$ cat src/rtl/sum6_accumulator.sv
// -----------------------------------------------------------------------------
// sum6_accumulator
//   Accumulates bursts of 6-bit unsigned sums from the upstream three-operand
//   adder into a saturating ACC_W-bit total. The result is presented on a
//   held ready/valid output.
//   FSM: IDLE -> ACCUM (start) -> HOLD (last beat) -> IDLE (result accepted).
//
// Ports
//   clk_i        clock, rising edge
//   rst_n_i      synchronous active-low reset
//   start_i      burst request, sampled in IDLE only
//   len_i        burst length, sampled with start_i (0 = 2^CNT_W samples)
//   in_valid_i   in_sum_i is valid
//   in_sum_i     unsigned 6-bit sum from the adder
//   in_ready_o   a beat is accepted this cycle (in_valid_i & in_ready_o)
//   out_valid_o  out_acc_o / out_ovf_o hold a finished burst
//   out_acc_o    accumulated total
//   out_ovf_o    burst saturated
//   out_ready_i  consumer takes the result
//   busy_o       high in ACCUM or HOLD
// -----------------------------------------------------------------------------
module sum6_accumulator #(
   parameter int ACC_W = 16,
   parameter int CNT_W = 4
) (
   input  logic             clk_i,
   input  logic             rst_n_i,
   input  logic             start_i,
   input  logic [CNT_W-1:0] len_i,
   input  logic             in_valid_i,
   input  logic [5:0]       in_sum_i,
   output logic             in_ready_o,
   output logic             out_valid_o,
   output logic [ACC_W-1:0] out_acc_o,
   output logic             out_ovf_o,
   input  logic             out_ready_i,
   output logic             busy_o
);

   localparam logic [1:0] S_IDLE  = 2'd0;
   localparam logic [1:0] S_ACCUM = 2'd1;
   localparam logic [1:0] S_HOLD  = 2'd2;

   // Remaining count is one bit wider so len=0 can encode 2^CNT_W samples.
   localparam logic [CNT_W:0] REM_ONE  = (CNT_W+1)'(1);
   localparam logic [CNT_W:0] REM_FULL = REM_ONE << CNT_W;

   logic [1:0]       state_q, state_d;
   logic [CNT_W:0]   rem_q, rem_d;
   logic [ACC_W-1:0] acc_q, acc_d;
   logic             ovf_q, ovf_d;
   logic             in_ready_q, out_valid_q, busy_q;

   logic             beat;
   logic [ACC_W:0]   sum_full;

   assign beat     = in_valid_i && (state_q == S_ACCUM);
   // One extra bit catches the carry out of the accumulator for saturation.
   assign sum_full = {1'b0, acc_q} + {{(ACC_W-5){1'b0}}, in_sum_i};

   always_comb begin
      state_d = state_q;
      rem_d   = rem_q;
      acc_d   = acc_q;
      ovf_d   = ovf_q;
      case (state_q)
         S_IDLE: begin
            if (start_i) begin
               rem_d   = (len_i == '0) ? REM_FULL : {1'b0, len_i};
               acc_d   = '0;
               ovf_d   = 1'b0;
               state_d = S_ACCUM;
            end
         end
         S_ACCUM: begin
            if (beat) begin
               rem_d = rem_q - REM_ONE;
               // Once saturated, stay pinned at all-ones for the rest of the burst.
               if (ovf_q || sum_full[ACC_W]) begin
                  acc_d = '1;
                  ovf_d = 1'b1;
               end else begin
                  acc_d = sum_full[ACC_W-1:0];
               end
               if (rem_q == REM_ONE) state_d = S_HOLD;
            end
         end
         S_HOLD: begin
            if (out_ready_i) state_d = S_IDLE;
         end
         default: state_d = S_IDLE;
      endcase
   end

   // Handshake outputs are registered from the next state so nothing
   // combinational reaches an output port.
   always_ff @(posedge clk_i) begin
      if (!rst_n_i) begin
         state_q     <= S_IDLE;
         rem_q       <= '0;
         acc_q       <= '0;
         ovf_q       <= 1'b0;
         in_ready_q  <= 1'b0;
         out_valid_q <= 1'b0;
         busy_q      <= 1'b0;
      end else begin
         state_q     <= state_d;
         rem_q       <= rem_d;
         acc_q       <= acc_d;
         ovf_q       <= ovf_d;
         in_ready_q  <= (state_d == S_ACCUM);
         out_valid_q <= (state_d == S_HOLD);
         busy_q      <= (state_d != S_IDLE);
      end
   end

   assign in_ready_o  = in_ready_q;
   assign out_valid_o = out_valid_q;
   assign out_acc_o   = acc_q;
   assign out_ovf_o   = ovf_q;
   assign busy_o      = busy_q;

endmodule

$ cat config.mk
export PLATFORM = sky130hd
export DESIGN_NAME = sum6_accumulator
export DESIGN_NICKNAME = d
export VERILOG_FILES = /design/src/rtl/sum6_accumulator.sv
export SDC_FILE = /design/constraint.sdc
export NUM_CORES = 1
export LEC_CHECK = 0
export BUFFER_PORTS_ARGS = -buffer_cell sky130_fd_sc_hd__buf_2
export CELL_PAD_IN_SITES_DETAIL_PLACEMENT = 1
export CELL_PAD_IN_SITES_GLOBAL_PLACEMENT = 1
export CORE_AREA = 2 2 65 67
export CTS_BUF_LIST = sky130_fd_sc_hd__clkbuf_16
export DETAILED_ROUTE_END_ITERATION = 16
export DIE_AREA = 0 0 67 69
export PLACE_DENSITY = 0.8
export SLEW_MARGIN = 20
export SYNTH_ARGS = -nofsm -noshare
export SYNTH_HDL_FRONTEND = slang
export SYNTH_SLANG_ARGS = --single-unit
export TNS_END_PERCENT = 100
$ cat constraint.sdc
create_clock -name clk_i -period 5.7 [get_ports clk_i]
set_input_delay 0.285 -clock clk_i [delete_from_list [all_inputs] [get_ports clk_i]]
set_output_delay 0.285 -clock clk_i [all_outputs]
set_load 0.01 [all_outputs]
After elaboration in Yosys (flattened, before gate mapping)
Index checks and enable logic that the tools add are counted.

operators by class
  $add $sub $neg = 2
  reduce and logical (&&, ||, !) cells = 8
  multiplexer cells = 17
  equal/unequal tests = 8

operators by type and width
  cell                                              number
  two-way mux 16 bit                                3
  one-hot mux 16 bit (2 select lines)               1
  adder 16 x 6 -> 17 bit                            1
  two-way mux 5 bit                                 3
  one-hot mux 5 bit (2 select lines)                1
  two-way mux 2 bit                                 4
  one-hot mux 2 bit (3 select lines)                1
  == test 5 x 1 -> 1 bit, second input constant     1
  subtractor 5 x 1 -> 5 bit, second input constant  1
  == test 2 x 1 -> 1 bit, second input constant     2
  == test 2 bit, second input constant              2
  zero test 4 bit                                   1
  != test 2 bit, second input constant              2
  AND reduction 4 bit                               1
  nonzero test 2 bit                                2
  two-way mux 1 bit                                 3
  AND reduction 3 bit                               1
  zero test 2 bit                                   1
  != test 2 x 1 -> 1 bit, second input constant     1
  one-hot mux 1 bit (2 select lines)                1
  logical AND 1 bit                                 1
  logical OR 1 bit                                  1

storage, ports and cells
  input bits = 15
  bits in registers = 27

Longest topological paths before layout
Gate-level depths: netlist (run 1).

  word-level depth = 5
  depth in mapped cells = 8
  gate-level depth less buffers = 7

Least setup slack after synthesis (run 1)
Ideal clock, no wire load.

  path kind = reg2reg
  start point = register acc_q[0] (netlist: out_acc_o[0])
  end point = register acc_q[5] (netlist: out_acc_o[5])
  setup time = 0.134 ns
  path buffers = 0
  arrival = 1.818 ns
  setup slack = 3.748 ns
  required time = 5.566 ns
  cell stages (with the launch flop) = 8
  cells stage by stage = dfxtp_1 > ha_1 > fa_1 > a21oi_1 > o21ai_0 > a31o_2 > nor2_1 > a211oi_1

on the way
  word-level cells in the longest chain between the ends = 5

ends and longest elaborated chain
  element                                line  source
  start: declaration                     50    logic [ACC_W-1:0] acc_q, acc_d;
  start signal: assignment               101   acc_q <= '0;
  start signal: assignment               109   acc_q <= acc_d;
  adder 16 x 6 -> 17 bit *               59    assign sum_full = {1'b0, acc_q} + {{(ACC_W-5){1'b0}}, in_sum_i};
  logical OR 1 bit                       79    if (ovf_q || sum_full[ACC_W]) begin
  two-way mux 16 bit *                   79
  two-way mux 16 bit *                   76    if (beat) begin
  one-hot mux 16 bit (2 select lines) *  66    case (state_q)

Mark *: on every way between the ends. The rest lies on a longest branch, timed or not. The select of a mux whose other input is x is not followed.
A chain may end at the register's enable or synchronous reset.

Final worst setup path (run 1)
Same ends and word-level chain as after synthesis.

==> results.json, run 1 <==
{
  "synthSimpleGateAreaFrac_pct": 21.70,
  "r2r_slack_ns": 3.51,
  "drc": 0,
  "finClkSkew_ns": 0.005320,
  "finalCritPeriodShare_pct": 38.39,
  "p_comb_share_pct": 17.9,
  "slew_headroom_pct": 48.33,
  "power.total_mw": 0.4503,
  "grtUsageTotal_pct": 19.84,
  "cts_sinks": 27,
  "tritoncts": "done",
  "clkLatencyLatePin_ns": 0.26,
  "ir_worst_vdd_mv": 0.1375,
  "wirelength_mm": 4.480,
  "wl_per_cell_um": 16.00,
  "setup_violations": 0,
  "synthXorXnorAreaFrac_pct": 3.315,
  "cap_violations": 0,
  "drive_gt1_share_pct": 18.26,
  "core_um2": 3914,
  "hp-start": "rst_n_i",
  "yosys_warnings": 0,
  "status": "finished, final reports clean",
  "min_path_type": "primary input to flop",
  "areaGrowthSynthToFinish_pct": 16.89,
  "critical_path.max_fanout": 8,
  "dieHeight_um": 69,
  "synth_cells": 201,
  "synthFlopType": "dfxtp_1",
  "leakage_nw": 0.7745,
  "synth_edf_count": 0,
  "holdWs_ns": 0.3343,
  "drtIter0Drc": 116,
  "cp-start-kind": "flop",
  "critPathCaptureType": "flop",
  "grt_max_degree": 23,
  "synthesis.area_um2": 1585,
  "r2r_cells": 7,
  "hold_viol": 0,
  "setup-tns-final_ns": 0,
  "fillers": 513,
  "synthAdderAreaFrac_pct": 7.577,
  "syn_nets": 225,
  "numCtsBuffers": 3,
  "row_count": 23,
  "drtPass1Iterations": 4,
  "yosysSeqAreaShare_pct": 34.10,
  "synth_mux_area_share_pct": 0,
  "antenna_found_initial": 0,
  "critPathKind": "flop to flop",
  "antenna_cells": 0,
  "holdPathEnd": "rem_q[3]",
  "cts_resized": 0,
  "dieWidth_um": 67,
  "place.gp.congestion": 0.8015,
  "cts.path.max_buffers": 2,
  "synth_compound_area_share_pct": 28.65,
  "die_area_um2": 4623,
  "synth-seq-cells": 27,
  "hold_buffers": 0,
  "cp_data_arrival_time_ns": 2.30,
  "p_per_area_nw_per_um2": 243.0,
  "intPower_mw": 0.3230,
  "root_buffer": "clkbuf_16",
  "r2r-end": "out_acc_o[5]",
  "min_period_ns": 2.188,
  "dp_hpwl_mm": 3.191,
  "via_per_inst": 5.839,
  "clkPwrFrac_pct": 37.0,
  "swShare_pct": 28.28,
  "cts_setup_buffers": 0,
  "seq_power_share_pct": 45.2,
  "dr_total_vias": 1635,
  "num_io_pins": 35,
  "ant_nets": 0,
  "clkSlewWorstSetupHoldPaths_ns": 0.07,
  "start_util_pct": 40.51,
  "io_buffers": 34,
  "drv_slew": 0,
  "async_reset_ff_share_pct": 0,
  "synth_top_family_by_area": "compound AO/OA/AOI/OAI gates",
  "hold_depth": 2,
  "rsz0062_at_grt": "false",
  "postSynthAreaPerCell_um2": 7.887,
  "required_ns": 5.82,
  "grt-ovfl-total": 0,
  "r2r_start": "out_acc_o[0]",
  "ys_types": 41,
  "setup_ws_ns": 3.512,
  "grt_pass1_wl_mm": 7.286,
  "worst_slew_pin_slew_ns": 0.7742,
  "grt_pass1_vias": 1551,
  "nets": 255,
  "power_switching_mw": 0.1273,
  "dp_slack_ns": 3.455,
  "htreeDepth": 1,
  "max_freq_mhz": 457.0
}
critical path, cell delays in order, from the launching register on:
cell	delay (ns)
dfxtp_1	0.33
ha_1	0.22
fa_1	0.40
a21oi_1	0.24
o21ai_0	0.21
a31o_2	0.33
nor2_1	0.21
a211oi_1	0.11
power groups by stage:
stage / Clock, mW / Combinational, mW / Sequential (mW)
global placement: 0 / 0.0782 / 0.208
global route: 0.177 / 0.0908 / 0.205
CTS: 0.170 / 0.0806 / 0.203
finish: 0.167 / 0.0804 / 0.203
detailed placement: 0 / 0.0800 / 0.208
floorplan: 0 / 0.0564 / 0.208
placed cells by master (no fill, tap or decap), drive strengths merged, types with 3 or more instances in the layout:
cell type	count
a21oi	20
nand2b	3
xor2	5
a21o	3
nand3	8
buf	34
inv	7
o21ai	20
and3	5
a22oi	3
clkbuf	3
nor3	8
nand2	11
dfxtp	27
nand4	4
nor2	20
ha	8
a31oi	8
and2	3
a211oi	7
sequential cells by signal (all words and copies together), names as in the netlist:
signal,flops
out_acc_o,16
out_valid_o,1
busy_o,1
state_q,2
out_ovf_o,1
rem_q,5
in_ready_o,1
kinds of logic after synthesis:
| kind of cell | after synthesis |
|---|---|
| buffers and inverters | 16 |
| adder cells (fa/ha/maj) | 9 |
| AO/OA/AOI/OAI | 74 |
| XOR/XNOR | 6 |
| flip-flops | 27 |
| AND/OR/NAND/NOR | 69 |
layer usage:
layer  up-vias  track usage, %  wire, um
li1        798               -         -
met1       786           27.59      2178
met2        47           32.12      2068
met3         4           2.773       200
met4         0           4.535        32
met5         -               0         0
synthesized netlist by cell type (all sizes together), types with 3 or more instances:
cell,n,share of area [%]
a21o,3,1.4
and3,5,2.0
o21ai,20,6.6
clkbuf,5,1.2
and2,3,1.3
a211oi,7,3.3
nor3,8,2.5
a31oi,8,3.2
nand3,8,2.8
nor2,20,4.7
a21oi,20,6.3
xor2,5,2.8
nand4,4,1.6
dfxtp,27,34
inv,7,1.7
a22oi,3,1.4
nand2,11,2.6
nand2b,3,1.2
ha,8,6.3
buf,4,1.8
metrics by stage:
stage	cells	util, %	area [um^2]
after floorplan	201	-	1585
final	280	47.35	1853
after global routing	280	47.35	1853
after detailed placement	276	45.24	1770
after CTS	280	47.35	1853
after global placement	276	45.24	1770
how the worst max path moves through the flow:
stage                            start           end  slack, ns  depth (start not counted)
after floorplan           out_acc_o[0]  out_acc_o[5]       3.75                          7
after global placement     in_sum_i[0]  out_acc_o[5]       3.54                          8
after detailed placement   in_sum_i[0]  out_acc_o[5]       3.46                          8
after CTS                 out_acc_o[0]  out_acc_o[5]       3.53                          7
after global routing      out_acc_o[0]  out_acc_o[4]       3.40                          7
final                     out_acc_o[0]  out_acc_o[5]       3.51                          7
area by class of cell:
cell class                 count  area (um^2)  area share [%]
inverter                       7        26.28           1.418
clock buffer                   3        75.07           4.051
multi-input combinational    158        970.9           52.40
timing repair buffer          34        170.2           9.183
tap                           50        62.56           3.376
clock inverter                 1        7.507          0.4051
sequential                    27        540.5           29.17
Power figures use the tool's default switching activity.
==> inputs of run 2 (changes only) <==
--- a/config.mk
+++ b/config.mk
@@ -5,14 +5,15 @@
 export SDC_FILE = /design/constraint.sdc
 export NUM_CORES = 1
 export LEC_CHECK = 0
+export ABC_AREA = 1
 export BUFFER_PORTS_ARGS = -buffer_cell sky130_fd_sc_hd__buf_2
 export CELL_PAD_IN_SITES_DETAIL_PLACEMENT = 1
 export CELL_PAD_IN_SITES_GLOBAL_PLACEMENT = 1
-export CORE_AREA = 2 2 65 67
+export CORE_AREA = 2 2 75 77
 export CTS_BUF_LIST = sky130_fd_sc_hd__clkbuf_16
 export DETAILED_ROUTE_END_ITERATION = 16
-export DIE_AREA = 0 0 67 69
-export PLACE_DENSITY = 0.8
+export DIE_AREA = 0 0 77 79
+export PLACE_DENSITY = 0.72
 export SLEW_MARGIN = 20
 export SYNTH_ARGS = -nofsm -noshare
 export SYNTH_HDL_FRONTEND = slang
==> constraint.sdc (replaced) <==
create_clock -name clk_i -period 1.89 [get_ports clk_i]
set_input_delay 0.0945 -clock clk_i [delete_from_list [all_inputs] [get_ports clk_i]]
set_output_delay 0.0945 -clock clk_i [all_outputs]
set_load 0.01 [all_outputs]
==> run 2 against run 1 <==
Compared with the run above:
- critical path depth up 4
- fmax increased by 19%
- area after synthesis rose by 14%
- non-clock buffer count rose by 11
- cell count increased by 33%
==> results.json, run 2 <==
{
  "grt_pass1_wl_mm": 8.756,
  "crit_path_max_incr_delay_ns": 0.41,
  "dp_slack_ns": -0.05388,
  "synthesis.area_um2": 1804,
  "critPathKind": "flop to flop",
  "grt_pass1_vias": 1867,
  "yosysTopAreaCellShare_pct": 29.96,
  "r2r-end": "out_acc_o[10]",
  "dieHeight_um": 79,
  "dpl-instance-area_um2": 2116,
  "finClkSkew_ns": 0.007574,
  "cp_data_arrival_time_ns": 1.99,
  "start_util_pct": 33.80,
  "hp-start": "len_i[0]",
  "drv_slew": 0,
  "cp-start-kind": "flop",
  "synth_cells": 258,
  "cts_sinks": 27,
  "slew_headroom_pct": 67.20,
  "hold_viol": 0,
  "layout_commonest_cell": "nand2_1",
  "clkLatencyLatePin_ns": 0.27,
  "p_per_area_nw_per_um2": 585.1,
  "critPathCaptureType": "flop",
  "yosys.area.top_type": "dfxtp_1",
  "antenna_found_initial": 0,
  "dp_hpwl_mm": 3.800,
  "antenna_cells": 0,
  "ant_nets": 0,
  "slowest_stage": "fa_2",
  "r2r_slack_ns": 0.05,
  "setup_ws_ns": 0.04842,
  "core_um2": 5338,
  "status": "finished, final reports clean",
  "ys_types": 33,
  "dieWidth_um": 77,
  "path_common_cell": "nand2_2",
  "finalCritPeriodShare_pct": 97.44,
  "hold_buffers": 0,
  "yosys_warnings": 0,
  "dr_total_vias": 1830,
  "root_buffer": "clkbuf_16",
  "leakage_nw": 1.049,
  "max_freq_mhz": 543.0,
  "yosysMostFrequentCell": "nand2_1",
  "grtUsageTotal_pct": 17.66,
  "synth_common_cells": "nand2_1 (63), dfxtp_1 (27), inv_1 (27)",
  "place.gp.congestion": 0.8063,
  "wirelength_mm": 5.498,
  "areaGrowthSynthToFinish_pct": 30.24,
  "synth-seq-cells": 27,
  "synthFlopType": "dfxtp_1",
  "syn_nets": 282,
  "drtPass1Iterations": 4,
  "via_per_inst": 4.906,
  "cap_violations": 0,
  "r2r_cells": 11,
  "r2r_start": "out_acc_o[0]",
  "synth_edf_count": 0,
  "nets": 326,
  "grt-ovfl-total": 0,
  "worst_slew_pin_slew_ns": 0.4915,
  "rsz0062_at_grt": "true",
  "largest_reg_flops": 16,
  "grt_max_degree": 19,
  "drtIter0Drc": 31,
  "io_buffers": 34,
  "hold_depth": 3,
  "htreeDepth": 1,
  "cts.path.max_buffers": 2,
  "wl_per_cell_um": 14.74,
  "min_path_type": "primary input to flop",
  "drc": 0,
  "clkSlewWorstSetupHoldPaths_ns": 0.07,
  "async_reset_ff_share_pct": 0,
  "min_period_ns": 1.842,
  "layout_common_cells": "nand2_1 (58), buf_2 (34), inv_1 (28), dfxtp_1 (26), nor2_1 (16)",
  "numCtsBuffers": 3,
  "tritoncts": "done",
  "crit_chain": "ha_4 > fa_2 > nand2_2 > nand2_4 > nand3_4 > nand2_4 > nand2_2 > nand2_2 > buf_12 > o21ai_4 > a21oi_2",
  "critical_path.max_fanout": 10,
  "num_io_pins": 35,
  "postSynthAreaPerCell_um2": 6.993,
  "synth.area.top_cells": "dfxtp_1 (30%), nand2_1 (13%), inv_1 (5.6%)",
  "die_area_um2": 6083,
  "row_count": 27,
  "drive_gt1_share_pct": 34.55,
  "required_ns": 2.03,
  "yosysSeqAreaShare_pct": 29.96,
  "finalInstanceArea_um2": 2350,
  "setup_violations": 0,
  "ir_worst_vdd_mv": 0.3134,
  "holdPathEnd": "rem_q[0]"
}
-- run 2: cell type report --
| cell class | instances | area (um^2) |
|---|---|---|
| fillers | 722 | 2988 |
| well taps | 72 | 90.09 |
| multi-input cells | 196 | 1265 |
| inverters | 29 | 108.9 |
| flip-flops and latches | 27 | 541.8 |
| clock inverters | 1 | 3.754 |
| repair buffers | 45 | 265.3 |
| clock buffers | 3 | 75.07 |
-- run 2: logic make-up after synthesis --
family,Yosys count,synth area share [%]
buf+inv,35,8.045
xor+xnor,5,2.427
flops,27,29.96
simple gates,125,32.04
fa+ha+maj,9,6.658
compound gates,57,20.87
-- run 2: how the worst max path moves through the flow --
stage	from	endpoint	depth (start not counted)
2_1_floorplan	out_acc_o[0]	out_acc_o[6]	11
3_3_place_gp	out_acc_o[0]	out_acc_o[6]	10
3_5_place_dp	out_acc_o[0]	out_acc_o[10]	10
4_1_cts	out_acc_o[0]	out_acc_o[10]	11
5_1_grt	out_acc_o[0]	out_acc_o[9]	10
6_report	out_acc_o[0]	out_acc_o[10]	11
-- run 2: metal layers --
| layer | vias up | share of wire (%) | track usage (%) |
|---|---|---|---|
| met2 | 23 | 52 | 33.68 |
| li1 | 940 | - | - |
| met4 | 0 | 1.2 | 4.821 |
| met5 | - | 0 | 0 |
| met1 | 860 | 44 | 20.81 |
| met3 | 7 | 2.3 | 2.159 |
-- run 2: power breakdown --
group	leakage (nW)	internal (mW)	switching, mW
registers	0.220	0.593	0.0157
logic	0.787	0.103	0.172
clock network	0.0423	0.284	0.208
total	1.05	0.980	0.395
-- run 2: through the flow --
step	cells	hold slack (ns)	power [mW]	util, %	TNS [ns]
3_5_place_dp	368	0.3911	0.8772	39.64	-0.1811
5_1_grt	373	0.1207	1.450	44.02	-0.1761
2_1_floorplan	258	0.2174	0.7921	-	0
6_report	373	0.1083	1.375	44.02	0
4_1_cts	372	0.1116	1.374	41.44	0
3_3_place_gp	368	0.3852	0.8739	39.64	0
-- run 2: timing repair --
item	4_1_cts	5_1_grt
resized for setup	4	29
pin swaps	1	12
endpoints found under the setup margin	16	16
buffers inserted	0	1
hold endpoints to repair	0	0
-- run 2: worst max-delay path, delay by kind of cell, from the launching register on --
kind	cells	cell delay [ns]
buffers and inverters	1	0.16
and+or+nand+nor	6	0.43
AOI/OAI and AO/OA	2	0.20
adders and majority gates	2	0.58
DFF	1	0.34
